<file path="config.mk">
export PLATFORM = sky130hd
export DESIGN_NAME = nibble_serial_adder_ctrl
export DESIGN_NICKNAME = d
export VERILOG_FILES = /design/src/rtl/seradd_pkg.sv /design/src/rtl/nibble_add.sv /design/src/rtl/nibble_serial_adder_ctrl.sv
export SDC_FILE = /design/constraint.sdc
export NUM_CORES = 1
export LEC_CHECK = 0
export CAP_MARGIN = 10
export CORE_UTILIZATION = 54
export DETAILED_ROUTE_END_ITERATION = 10
export PLACE_DENSITY_LB_ADDON = 0.08
export SLEW_MARGIN = 20
export SYNTH_ARGS = -nofsm -noshare
export SYNTH_HDL_FRONTEND = slang
export SYNTH_SLANG_ARGS = --single-unit
</file>
<file path="constraint.sdc">
create_clock -name clk -period 7.05 [get_ports clk]
set_input_delay 1.7625 -clock clk [delete_from_list [all_inputs] [get_ports clk]]
set_output_delay 1.7625 -clock clk [all_outputs]
set_load 0.005 [all_outputs]
</file>
<file path="src/rtl/seradd_pkg.sv">
// Shared types and helpers for the nibble-serial wide adder.
package seradd_pkg;

  localparam int unsigned NIBBLE_W = 4;

  typedef enum logic [1:0] {
    IDLE = 2'd0,
    BUSY = 2'd1,
    DONE = 2'd2
  } state_t;

  // Width of the nibble index register; at least one bit.
  function automatic int unsigned idx_w(input int unsigned nibbles);
    return (nibbles < 2) ? 1 : $clog2(nibbles);
  endfunction

endpackage

</file>
<file path="src/rtl/nibble_add.sv">
// Combinational 4-bit adder slice with carry-in; result is {c4, s}.
module nibble_add
  import seradd_pkg::*;
(
  input  logic [NIBBLE_W-1:0] i_a,
  input  logic [NIBBLE_W-1:0] i_b,
  input  logic                i_cin,
  output logic [NIBBLE_W-1:0] o_s,
  output logic                o_c4
);

  assign {o_c4, o_s} = {1'b0, i_a} + {1'b0, i_b} + {{NIBBLE_W{1'b0}}, i_cin};

endmodule

</file>
<file path="src/rtl/nibble_serial_adder_ctrl.sv">
// Wide unsigned adder that time-shares one nibble slice, LSB nibble first.
// Optional result self-check with shadow operands: SERADD_SELFCHECK_EN.
module nibble_serial_adder_ctrl
  import seradd_pkg::*;
#(
  parameter int unsigned NIBBLES = 4
)
(
  input  logic                      clk,
  input  logic                      rst_n,
  input  logic                      start,
  input  logic [NIBBLE_W*NIBBLES-1:0] a,
  input  logic [NIBBLE_W*NIBBLES-1:0] b,
  input  logic                      cin,
  output logic                      busy,
  output logic                      done,
  output logic [NIBBLE_W*NIBBLES-1:0] sum,
  output logic                      cout
`ifdef SERADD_SELFCHECK_EN
  ,
  output logic                      mismatch
`endif
);

  localparam int unsigned W  = NIBBLE_W * NIBBLES;
  localparam int unsigned IW = idx_w(NIBBLES);
  localparam logic [IW-1:0] LAST_IDX = IW'(NIBBLES - 1);

  state_t              r_state;
  state_t              w_state_next;
  logic [W-1:0]        r_a;
  logic [W-1:0]        r_b;
  logic [W-1:0]        r_sum;
  logic [W-1:0]        w_sum_next;
  logic [IW-1:0]       r_idx;
  logic                r_carry;
  logic                r_cout;
  logic [NIBBLE_W-1:0] w_na;
  logic [NIBBLE_W-1:0] w_nb;
  logic [NIBBLE_W-1:0] w_ns;
  logic                w_c4;
  logic                w_last;

  assign w_last = (r_idx == LAST_IDX);

  // Index mux feeding the single slice, and the merge of its result into sum.
  always_comb begin
    w_na       = '0;
    w_nb       = '0;
    w_sum_next = r_sum;
    for (int unsigned i = 0; i < NIBBLES; i++) begin
      if (r_idx == IW'(i)) begin
        w_na = r_a[i*NIBBLE_W +: NIBBLE_W];
        w_nb = r_b[i*NIBBLE_W +: NIBBLE_W];
        w_sum_next[i*NIBBLE_W +: NIBBLE_W] = w_ns;
      end
    end
  end

  nibble_add u_nibble_add (
    .i_a  (w_na),
    .i_b  (w_nb),
    .i_cin(r_carry),
    .o_s  (w_ns),
    .o_c4 (w_c4)
  );

  always_ff @(posedge clk or negedge rst_n) begin
    if (!rst_n) r_state <= IDLE;
    else        r_state <= w_state_next;
  end

  always_comb begin
    w_state_next = r_state;
    unique case (r_state)
      IDLE:    if (start)  w_state_next = BUSY;
      BUSY:    if (w_last) w_state_next = DONE;
      DONE:    w_state_next = IDLE;
      default: w_state_next = IDLE;
    endcase
  end

  always_comb begin
    busy = (r_state == BUSY);
    done = (r_state == DONE);
  end

  assign sum  = r_sum;
  assign cout = r_cout;

  always_ff @(posedge clk or negedge rst_n) begin
    if (!rst_n) begin
      r_a     <= '0;
      r_b     <= '0;
      r_sum   <= '0;
      r_idx   <= '0;
      r_carry <= 1'b0;
      r_cout  <= 1'b0;
    end else begin
      unique case (r_state)
        IDLE: begin
          if (start) begin
            r_a     <= a;
            r_b     <= b;
            r_carry <= cin;
            r_sum   <= '0;
            r_cout  <= 1'b0;
            r_idx   <= '0;
          end
        end
        BUSY: begin
          r_sum   <= w_sum_next;
          r_carry <= w_c4;
          r_idx   <= r_idx + IW'(1);
          if (w_last) r_cout <= w_c4;
        end
        default: ;
      endcase
    end
  end

`ifdef SERADD_SELFCHECK_EN
  logic [W-1:0] r_sh_a;
  logic [W-1:0] r_sh_b;
  logic         r_sh_cin;
  logic         r_mismatch;
  logic [W:0]   w_expect;

  assign w_expect = {1'b0, r_sh_a} + {1'b0, r_sh_b} + {{W{1'b0}}, r_sh_cin};

  // Compared on the edge entering DONE using the final slice result, so the
  // registered flag is valid in the same cycle as done.
  always_ff @(posedge clk or negedge rst_n) begin
    if (!rst_n) begin
      r_sh_a     <= '0;
      r_sh_b     <= '0;
      r_sh_cin   <= 1'b0;
      r_mismatch <= 1'b0;
    end else if (r_state == IDLE && start) begin
      r_sh_a     <= a;
      r_sh_b     <= b;
      r_sh_cin   <= cin;
      r_mismatch <= 1'b0;
    end else if (r_state == BUSY && w_last) begin
      r_mismatch <= ({w_c4, w_sum_next} != w_expect);
    end
  end

  assign mismatch = r_mismatch;
`endif

endmodule
</file>
==> impl_metrics.ini <==
[clocking]
cts.sinks = 54
cts_buffers = 5
clk_latency_ns = 0.30
clk_pin_slew_ns = 0.09
clockBufferDepth = 2
cts_tree = built
cts_resized = 0
htree_num_levels = 2
cts-root-buf = clkbuf_8
ctsHoldBuffers = 0
postCtsSetupRepairBufs = 0

[worst_setup_path]
worstPathRequired_ns = 5.29
cp_max_fo = 12
path_class = register to primary output
worst_r2r_path_depth = 9
rrSetupSlack_ns = 4.10
critPathArrivalTime_ns = 1.83
critPathCaptureType = primary output
startpoint_type = register

[timing]
finalSetupTns_ns = 0
finalSetupViolCount = 0
clock_skew_ns = 0.00506
tightest_slew_ns = 0.684
max_freq_mhz = 278
min_period_ns = 3.60
rsz0062_at_grt = no
fin_crit_sh_pct = 51.0
maxSlewViolCount = 0
relSlewSlack_pct = 54.4
final_hold_viol_count = 0
fin_hold_ws_ns = 0.489

[floorplanning]
dieArea_sq_mm = 0.00488
core_region_area_sq_mm = 0.00438
top_level_ports = 55
start_util_pct = 56.7
die-height_um = 69.9
die_w_um = 69.9
num_rows = 24

[power]
leakage_nw = 1.36
peakVddDrop_mv = 0.271
netSwitchingPower_w = 0.000582
sequentialPowerShare_pct = 34.4
power.clock.fraction_pct = 15.8
p_int_w = 0.000939
p_sw_share_pct = 38.3
power.density_mw_per_mm2 = 481
comb_power_share_pct = 49.8

[global_routing]
grt_overflow_total = 0
grt_pass1_vias = 1785
antenna_found_initial = 0
grt_max_degree = 55
grt_pass1_wl_um = 8270
grt_usage_pct = 21.4

[drt]
post_drt_wl_per_cell_um = 14.2
vias = 1763
wirelength_um = 4700
dr.pass1.iters = 4
drt_iter0_markers = 123
drc = 0
antenna_left = 0
viasPerCell = 5.33

[synthesis]
synth_fp_nets = 272
avgSynthCellArea_sq_um = 11.0
ys_seq_elements = 54
ys_seq_area_share_pct = 54.4
syn_inst = 227
yosys.area.top_type_share_pct = 54.4
synth_area_leaders = dfrtp_1 54%, mux2_2 13%, o21ai_0 6.2%, nand2_1 6.0%, a21oi_1 4.4%
ys_warn_count = 0
synth.distinct_cells = 24
syn_area_sq_mm = 0.00249
synth_top_area_cell = dfrtp_1

[hold_path]
hold_class = register to register
hold_depth = 2

[place]
io_buffers = 54
dp.cells = 323
dp_hpwl_um = 3210
place.gp.congestion = 0.734

[finish]
layout.nets = 323
final_cells = 331
n_fill_cell = 318
drive_above_1_share_pct = 14.7
post-route-util_pct = 72.1
area_delta_synth_final_pct = 27.1
antennaDiodeCount = 0

[flow_run]
cap_violations = 0

[run_status]
status = complete, no violations
registers in the layout (all words and copies together) (netlist names):
| name | flops |
|---|---|
| r_b | 16 |
| sum | 16 |
| r_state | 2 |
| r_idx | 2 |
| r_carry | 1 |
| r_a | 16 |
| cout | 1 |
per-layer routing:
layer	GRT usage, %	part of all wire [%]
met5	0	0
met4	4.67	0.98
met3	3.61	3.7
met2	35.1	48
met1	30.2	47
power by group through the flow:
stage / Combinational, W / Sequential, W / Clock, W
2_1_floorplan: 0.000538 / 0.000515 / 0
3_3_place_gp: 0.000743 / 0.000526 / 0
3_5_place_dp: 0.000759 / 0.000529 / 0
4_1_cts: 0.000767 / 0.000524 / 0.000246
5_1_grt: 0.000862 / 0.000543 / 0.000257
6_report: 0.000757 / 0.000524 / 0.000241
stage by stage:
| step | setup slack [ns] | total power (W) | area [sq um] |
|---|---|---|---|
| 3_3_place_gp | 3.68 | 0.00127 | 3020 |
| 4_1_cts | 3.44 | 0.00154 | 3160 |
| 2_1_floorplan | 4.34 | 0.00105 | 2490 |
| 6_report | 3.45 | 0.00152 | 3160 |
| 5_1_grt | 3.37 | 0.00166 | 3160 |
| 3_5_place_dp | 3.65 | 0.00129 | 3020 |
kinds of logic after synthesis:
kind of cell | after synthesis | synth area share [%]
fa+ha+maj | 9 | 5.13
buf+inv | 24 | 5.03
simple gates | 48 | 8.76
flops | 54 | 54.4
mux | 28 | 12.7
compound gates | 62 | 13.3
xor+xnor | 2 | 0.705
Yosys cell counts (all sizes together):
| cell | count |
|---|---|
| mux2 | 28 |
| dfrtp | 54 |
| o21ai | 32 |
| fa | 2 |
| nand2b | 1 |
| o31ai | 1 |
| nor3b | 1 |
| a22o | 1 |
| nand3b | 4 |
| xor2 | 1 |
| clkbuf | 4 |
| buf | 8 |
| nand2 | 40 |
| a21o | 1 |
| nor2 | 1 |
| nor2b | 1 |
| xnor2 | 1 |
| o21bai | 1 |
| inv | 12 |
| a22oi | 4 |
| a21oi | 22 |
| ha | 7 |
layout by cell type, fill, tap and decap left out, types with 2 or more instances in the layout:
master	instances
dfrtp_1	54
clkdlybuf4s50_1	53
nand2_1	40
o21ai_0	31
mux2_2	28
a21oi_1	22
inv_1	12
ha_1	7
clkbuf_8	5
a22oi_1	4
nand3b_1	4
fa_1	2
bufinv_16	2
buf_4	2
worst max-delay path, cell delays in order (launching register included):
cell and delay [ns]:
dfrtp_1 0.42, nand2b_2 0.22, inv_1 0.31, clkdlybuf4s50_1 0.58
path summary, 6_finish.rpt:
| check | from | to |
|---|---|---|
| max in group asynchronous | rst_n | r_b[14]$_DFFE_PN0P_ |
| setup / recovery | r_state[1]$_DFFE_PN0P_ | busy |
| hold reg to reg | sum[12]$_DFFE_PN0P_ | sum[12]$_DFFE_PN0P_ |
| setup reg to reg | r_idx[1]$_DFFE_PN0P_ | sum[2]$_DFFE_PN0P_ |
| min in group asynchronous | rst_n | r_b[8]$_DFFE_PN0P_ |
| hold / removal | sum[12]$_DFFE_PN0P_ | sum[12]$_DFFE_PN0P_ |
cell type report:
cell class / instances / area (sq um) / share of cell area (%)
flip-flops and latches: 54 / 1350 / 42.8
multi-input cells: 149 / 1010 / 32.0
repair buffers: 56 / 551 / 17.4
clock buffers: 5 / 68.8 / 2.18
clock inverters: 3 / 68.8 / 2.18
well taps: 52 / 65.1 / 2.06
inverters: 12 / 45.0 / 1.43
(Power assumes the default switching activity.)
